===== src/rtl/mem_arbiter.sv =====
// mem_arbiter: two-port (instruction/data) arbiter onto one shared memory bus.
// Each port may hold one pending request. In IDLE, or in the same cycle as a
// completion, a candidate is issued on mem_in with no added latency. Each
// completion's response is passed straight through to the port that owns the
// transaction.
//
// Ports:
//   clk, rst  - clock; asynchronous active-high reset
//   imem_in   - instruction-port request (single-cycle mem_valid pulse)
//   imem_out  - instruction-port response
//   dmem_in   - data-port request
//   dmem_out  - data-port response
//   mem_in    - shared memory request
//   mem_out   - shared memory response (mem_ready or mem_error completes)
// Parameter:
//   data_priority - 1: data port wins ties; 0: round-robin on ties

package mem_arbiter_pkg;

  localparam int unsigned ADDR_W = 32;
  localparam int unsigned DATA_W = 32;
  localparam int unsigned STRB_W = 4;
  localparam int unsigned MODE_W = 2;

  typedef struct packed {
    logic              mem_valid;
    logic              mem_fence;
    logic              mem_spec;
    logic              mem_instr;
    logic [MODE_W-1:0] mem_mode;
    logic [ADDR_W-1:0] mem_addr;
    logic [DATA_W-1:0] mem_wdata;
    logic [STRB_W-1:0] mem_wstrb;
  } mem_in_type;

  typedef struct packed {
    logic [DATA_W-1:0] mem_rdata;
    logic              mem_error;
    logic              mem_ready;
  } mem_out_type;

endpackage

module mem_arbiter
  import mem_arbiter_pkg::*;
#(
  parameter bit data_priority = 1'b1
) (
  input  logic        clk,
  input  logic        rst,
  input  mem_in_type  imem_in,
  output mem_out_type imem_out,
  input  mem_in_type  dmem_in,
  output mem_out_type dmem_out,
  output mem_in_type  mem_in,
  input  mem_out_type mem_out
);

  typedef enum logic [1:0] {
    IDLE  = 2'd0,
    IBUSY = 2'd1,
    DBUSY = 2'd2
  } state_t;

  state_t     state_q, state_d;
  // Pending registers; the mem_valid bit of each doubles as the pending flag.
  mem_in_type ipend_q, ipend_d;
  mem_in_type dpend_q, dpend_d;
  // Last issued payload, held on mem_in while a transaction is outstanding.
  mem_in_type issued_q, issued_d;
  // Port granted last: 0 = instruction, 1 = data.
  logic       last_q, last_d;

  logic       completion;
  logic       i_cand, d_cand;
  logic       grant_d;
  mem_in_type i_req, d_req;

  // State register
  always_ff @(posedge clk or posedge rst) begin
    if (rst) begin
      state_q  <= IDLE;
      ipend_q  <= '0;
      dpend_q  <= '0;
      issued_q <= '0;
      last_q   <= 1'b0;
    end else begin
      state_q  <= state_d;
      ipend_q  <= ipend_d;
      dpend_q  <= dpend_d;
      issued_q <= issued_d;
      last_q   <= last_d;
    end
  end

  // Next-state, grant and output steering
  always_comb begin
    state_d  = state_q;
    ipend_d  = ipend_q;
    dpend_d  = dpend_q;
    issued_d = issued_q;
    last_d   = last_q;
    mem_in   = issued_q;
    mem_in.mem_valid = 1'b0;
    imem_out = '0;
    dmem_out = '0;
    grant_d  = 1'b0;

    // Responses only count while a transaction is outstanding.
    completion = (state_q != IDLE) && (mem_out.mem_ready || mem_out.mem_error);

    // A same-cycle request supersedes the port's pending entry.
    i_cand = imem_in.mem_valid || ipend_q.mem_valid;
    d_cand = dmem_in.mem_valid || dpend_q.mem_valid;
    i_req  = imem_in.mem_valid ? imem_in : ipend_q;
    d_req  = dmem_in.mem_valid ? dmem_in : dpend_q;

    if (completion) begin
      if (state_q == IBUSY) begin
        imem_out = mem_out;
      end else begin
        dmem_out = mem_out;
      end
      state_d = IDLE;
    end

    // Newest request on a port always lands in its pending register.
    if (imem_in.mem_valid) begin
      ipend_d = imem_in;
    end
    if (dmem_in.mem_valid) begin
      dpend_d = dmem_in;
    end

    // Issue from IDLE, or back-to-back in the completion cycle.
    if (((state_q == IDLE) || completion) && (i_cand || d_cand)) begin
      if (i_cand && d_cand) begin
        grant_d = data_priority ? 1'b1 : ~last_q;
      end else begin
        grant_d = d_cand;
      end
      if (grant_d) begin
        mem_in   = d_req;
        issued_d = d_req;
        dpend_d.mem_valid = 1'b0;
        state_d  = DBUSY;
      end else begin
        mem_in   = i_req;
        issued_d = i_req;
        ipend_d.mem_valid = 1'b0;
        state_d  = IBUSY;
      end
      mem_in.mem_valid = 1'b1;
      last_d = grant_d;
    end

    // Outputs are forced quiet for the whole time reset is asserted.
    if (rst) begin
      mem_in   = '0;
      imem_out = '0;
      dmem_out = '0;
    end
  end

endmodule

===== config.mk =====
export PLATFORM = sky130hd
export DESIGN_NAME = mem_arbiter
export DESIGN_NICKNAME = d
export VERILOG_FILES = /design/src/rtl/mem_arbiter.sv
export SDC_FILE = /design/constraint.sdc
export NUM_CORES = 1
export LEC_CHECK = 0
export ABC_AREA = 1
export CAP_MARGIN = 25
export CORE_ASPECT_RATIO = 0.75
export CORE_UTILIZATION = 50
export CTS_CLUSTER_DIAMETER = 200
export DETAILED_ROUTE_END_ITERATION = 7
export PLACE_DENSITY_LB_ADDON = 0.12
export SLEW_MARGIN = 20
export SYNTH_ARGS = -nofsm -noshare
export SYNTH_HDL_FRONTEND = slang
export SYNTH_SLANG_ARGS = --single-unit

===== constraint.sdc =====
create_clock -name clk -period 21.4 [get_ports clk]
set_input_delay 6.42 -clock clk [delete_from_list [all_inputs] [get_ports clk]]
set_output_delay 6.42 -clock clk [all_outputs]
set_load 0.05 [all_outputs]

---- Word-level counts from Yosys, hierarchy flattened ----
Index checks and enable logic that the tools add are counted.
Widths: inputs -> output; s select.
word-level totals
  memories ................................ 0
  ROM bits ................................ 0
  bits in writable memories ............... 0
  word-level logic and storage cells ...... 56
  latch bits .............................. 0
  flip-flop bits (word level) ............. 223
cells by class
  multiplexer cells ....................... 20
  order comparisons ....................... 0
  add/subtract/negate cells ............... 0
  reduce and logical (&&, ||, !) cells .... 11
  shift-type cells ........................ 0
  $mul .................................... 0
  bitwise operators ....................... 0
  eq/ne operators ......................... 1
  div/mod/pow operators ................... 0
operator list
  cell                count
  $mux 74             4
  $mux 34             6
  $mux 73             1
  $mux 1              6
  $mux 2              3
  $logic_or 1x1->1    5
  $reduce_bool 2->1   2
  $logic_and 1x1->1   3
  $eq 2x1->1 const B  1
  $logic_not 2->1     1

---- Longest topological paths before layout ----
  depth after elaboration ................. 8
  mapped depth ............................ 9

---- Least setup slack after synthesis ----
Ideal clock, no wire load.
  kind .................................... input port to output port
  start point ............................. in mem_out[0] (netlist name)
  end point ............................... out dmem_out[10] (netlist name)
  stages .................................. 5
  setup slack ............................. 7.110 ns
  path buffers ............................ 1
  data arrival time ....................... 7.870 ns
  cells stage by stage .................... nor2_1 > inv_1 > nand2_1 > clkbuf_1 > nor3_1
RTL lines
  what         RTL line  text
  from (decl)  56        input mem_out_type mem_out
  to (decl)    54        output mem_out_type dmem_out,

==> impl_metrics.ini <==
[outcome]
status = complete, no violations

[finish]
layout_commonest_cell = nand2_1
most-common-layout-cells = nand2_1 (736), clkdlybuf4s50_1 (322), dfrtp_1 (223)
fillers = 1754
multi_input_area_mm2 = 0.00419
nets = 1994
final-seq-area_mm2 = 0.00558
fin_area_mm2 = 0.0149
syn_to_final_growth_pct = 37.1
drive_above_1_share_pct = 3.07

[yosys]
synth_xor_area_share_pct = 0
netlist-cell-type-count = 18
synth_fa_ha_area_share_pct = 0
synth_area_per_cell_um2 = 7.11
synth_top_family_by_area = simple AND/OR/NAND/NOR gates
yosys.area_share.simple_pct = 38.1
synth_top_area_cell = dfrtp_1
synth_cells = 1532
synth-seq-area-share_pct = 51.2
syn-num-nets = 1716
ys_seq_elements = 223
syn_area_mm2 = 0.0109
netlist.area_leader.share_pct = 51.2
synth.area.mux_share_pct = 0
yosys_warnings = 0
synth-compound-area-share_pct = 0.195
synth_area_leaders = dfrtp_1 (51%), nand2_1 (25%), nand3_1 (6.7%)

[power_and_ir_drop]
peakVddDrop_mv = 0.0669
intPower_uw = 809
clock_power_share_pct = 31.5
switching_power_uw = 394
p_leak_uw = 0.00807
switching_share_pct = 32.8
power.density_mw_per_mm2 = 80.6
power.share.combinational_pct = 28.0
pwr-share-seq_pct = 40.4

[global_route]
grt_overflow = 0
use_met2_pct = 48.4
grt_pass1_vias = 9727
grt_use_met3_pct = 6.49
antenna_found_initial = 2
grt-busiest-layer = met2
grt_start_max_net_pins = 138
grtUsageMet1_pct = 37.6
grt_pass1_wl_um = 50100
grt_use_total_pct = 28.9

[floorplanning]
coreArea_mm2 = 0.0212
ios = 326
die_y_um = 130
row_count = 46
initial_core_util_pct = 51.3
die_w_um = 172
die-area_mm2 = 0.0224

[sta]
finalClockSkew_ns = 0.0104
setup_viol = 0
max_freq_mhz = 60.2
min_period_ns = 16.62
tns_ns = 0
slew_headroom_pct = 38.4
hold_viol = 0
rsz0062_at_grt = false
fin_ws_ns = 4.78
slew_viol_final = 0
worst_slew_pin_slew_ns = 0.923
post-route-period-util_pct = 77.7

[setup_path]
r2r-start = state_q[1]$_DFFE_PP0P_
path_class = in2out
startpoint = dmem_in[73]
cp-end-kind = output port
start_kind = input pin
arrival_ns = 10.20
cp_max_fo = 77
crit_required_ns = 14.98

[clock_tree]
tritoncts = done
cts_sinks = 223
hold_buffers = 0
clk_latency_ns = 0.50
cts_setup_buffers = 0
root_buffer = clkbuf_16
cts.path.max_buffers = 3
htreeDepth = 1
post_cts_resized = 0
cts_buffers = 23
clkSlewWorstSetupHoldPaths_ns = 0.06

[drt]
routed_wl_um = 32400
viasPerCell = 4.88
vias = 10317
drtIter0Drc = 954
first_pass_iters = 5
drtAntennaViolNets = 0
drc = 0
wire_per_inst_um = 15.3

[place]
postPlaceCellArea_mm2 = 0.0142
io_buffers = 325
dp_hpwl_um = 21800
place_congestion = 0.849
place_ws_ns = 4.78

[min_path]
min_from = ipend_q[24]$_DFF_PP0_
hp-class = reg2reg

[flow_run]
drv_cap = 0
-- path summary, 6_finish.rpt --
path	slack, ns	cells past startpoint	to
min reg2reg	0.46	2	ipend_q[24]$_DFF_PP0_
min	0.46	2	ipend_q[24]$_DFF_PP0_
min in group asynchronous	6.77	3	ipend_q[73]$_DFF_PP0_
max in group asynchronous	13.06	6	ipend_q[27]$_DFF_PP0_
max	4.78	11	mem_in[41]
max reg2reg	18.51	9	issued_q[41]$_DFFE_PP0N_
-- cell type report --
type	instances	share of cell area, %
Antenna cell	4	0.0670
Clock buffer	33	4.37
Tap cell	288	2.41
Inverter	189	4.80
Multi-Input combinational cell	1036	28.1
Sequential cell	223	37.4
Timing Repair Buffer	337	22.6
Clock inverter	4	0.302
-- per-layer routing --
metal  up-vias  wire, µm
li1       5144         -
met1      4739     13500
met2       386     15700
met3        48      2540
met4         0       731
met5         -         0
-- cells in the mapped netlist (all sizes together) --
cell type,count
dfrtp,223
nor3,68
nand3,146
nor2,79
o22ai,1
o21ai,2
clkbuf,27
inv,189
buf,57
a21oi,1
nand2,739
-- per-stage QoR --
step | hold WS [ns] | util [%] | cells | total power (µW)
2_1_floorplan | 0.437 | - | 1532 | 712
3_3_place_gp | 0.448 | 66.6 | 2070 | 823
3_5_place_dp | 0.453 | 66.8 | 2071 | 829
6_report | 0.464 | 70.3 | 2114 | 1200
4_1_cts | 0.468 | 70.1 | 2108 | 1210
5_1_grt | 0.479 | 70.3 | 2111 | 1260
-- sequential cells by signal, indices dropped and copies added, names as in the netlist --
| register | cells |
|---|---|
| dpend_q | 74 |
| issued_q | 73 |
| state_q | 2 |
| ipend_q | 74 |
-- power groups by stage --
stage | sequential [µW] | combinational, µW | clock, µW
6_report | 486 | 337 | 380
5_1_grt | 491 | 369 | 405
4_1_cts | 486 | 338 | 386
3_5_place_dp | 494 | 336 | 0
3_3_place_gp | 492 | 331 | 0
2_1_floorplan | 491 | 222 | 0
-- cells by family after synthesis --
group                  after synthesis
AOI/OAI and AO/OA                    4
buffers and inverters              273
DFF                                223
and+or+nand+nor                   1032
-- critical path: stages --
cell	delay [ns]
buf_2	0.07
buf_4	0.67
nor2_4	0.07
nand2_1	0.13
nand2_4	0.48
inv_2	0.63
buf_4	0.62
nand2_1	0.16
nand2_1	0.11
nor2_1	0.04
clkdlybuf4s50_1	0.73
Note: power is estimated with default switching activity, not from simulation.
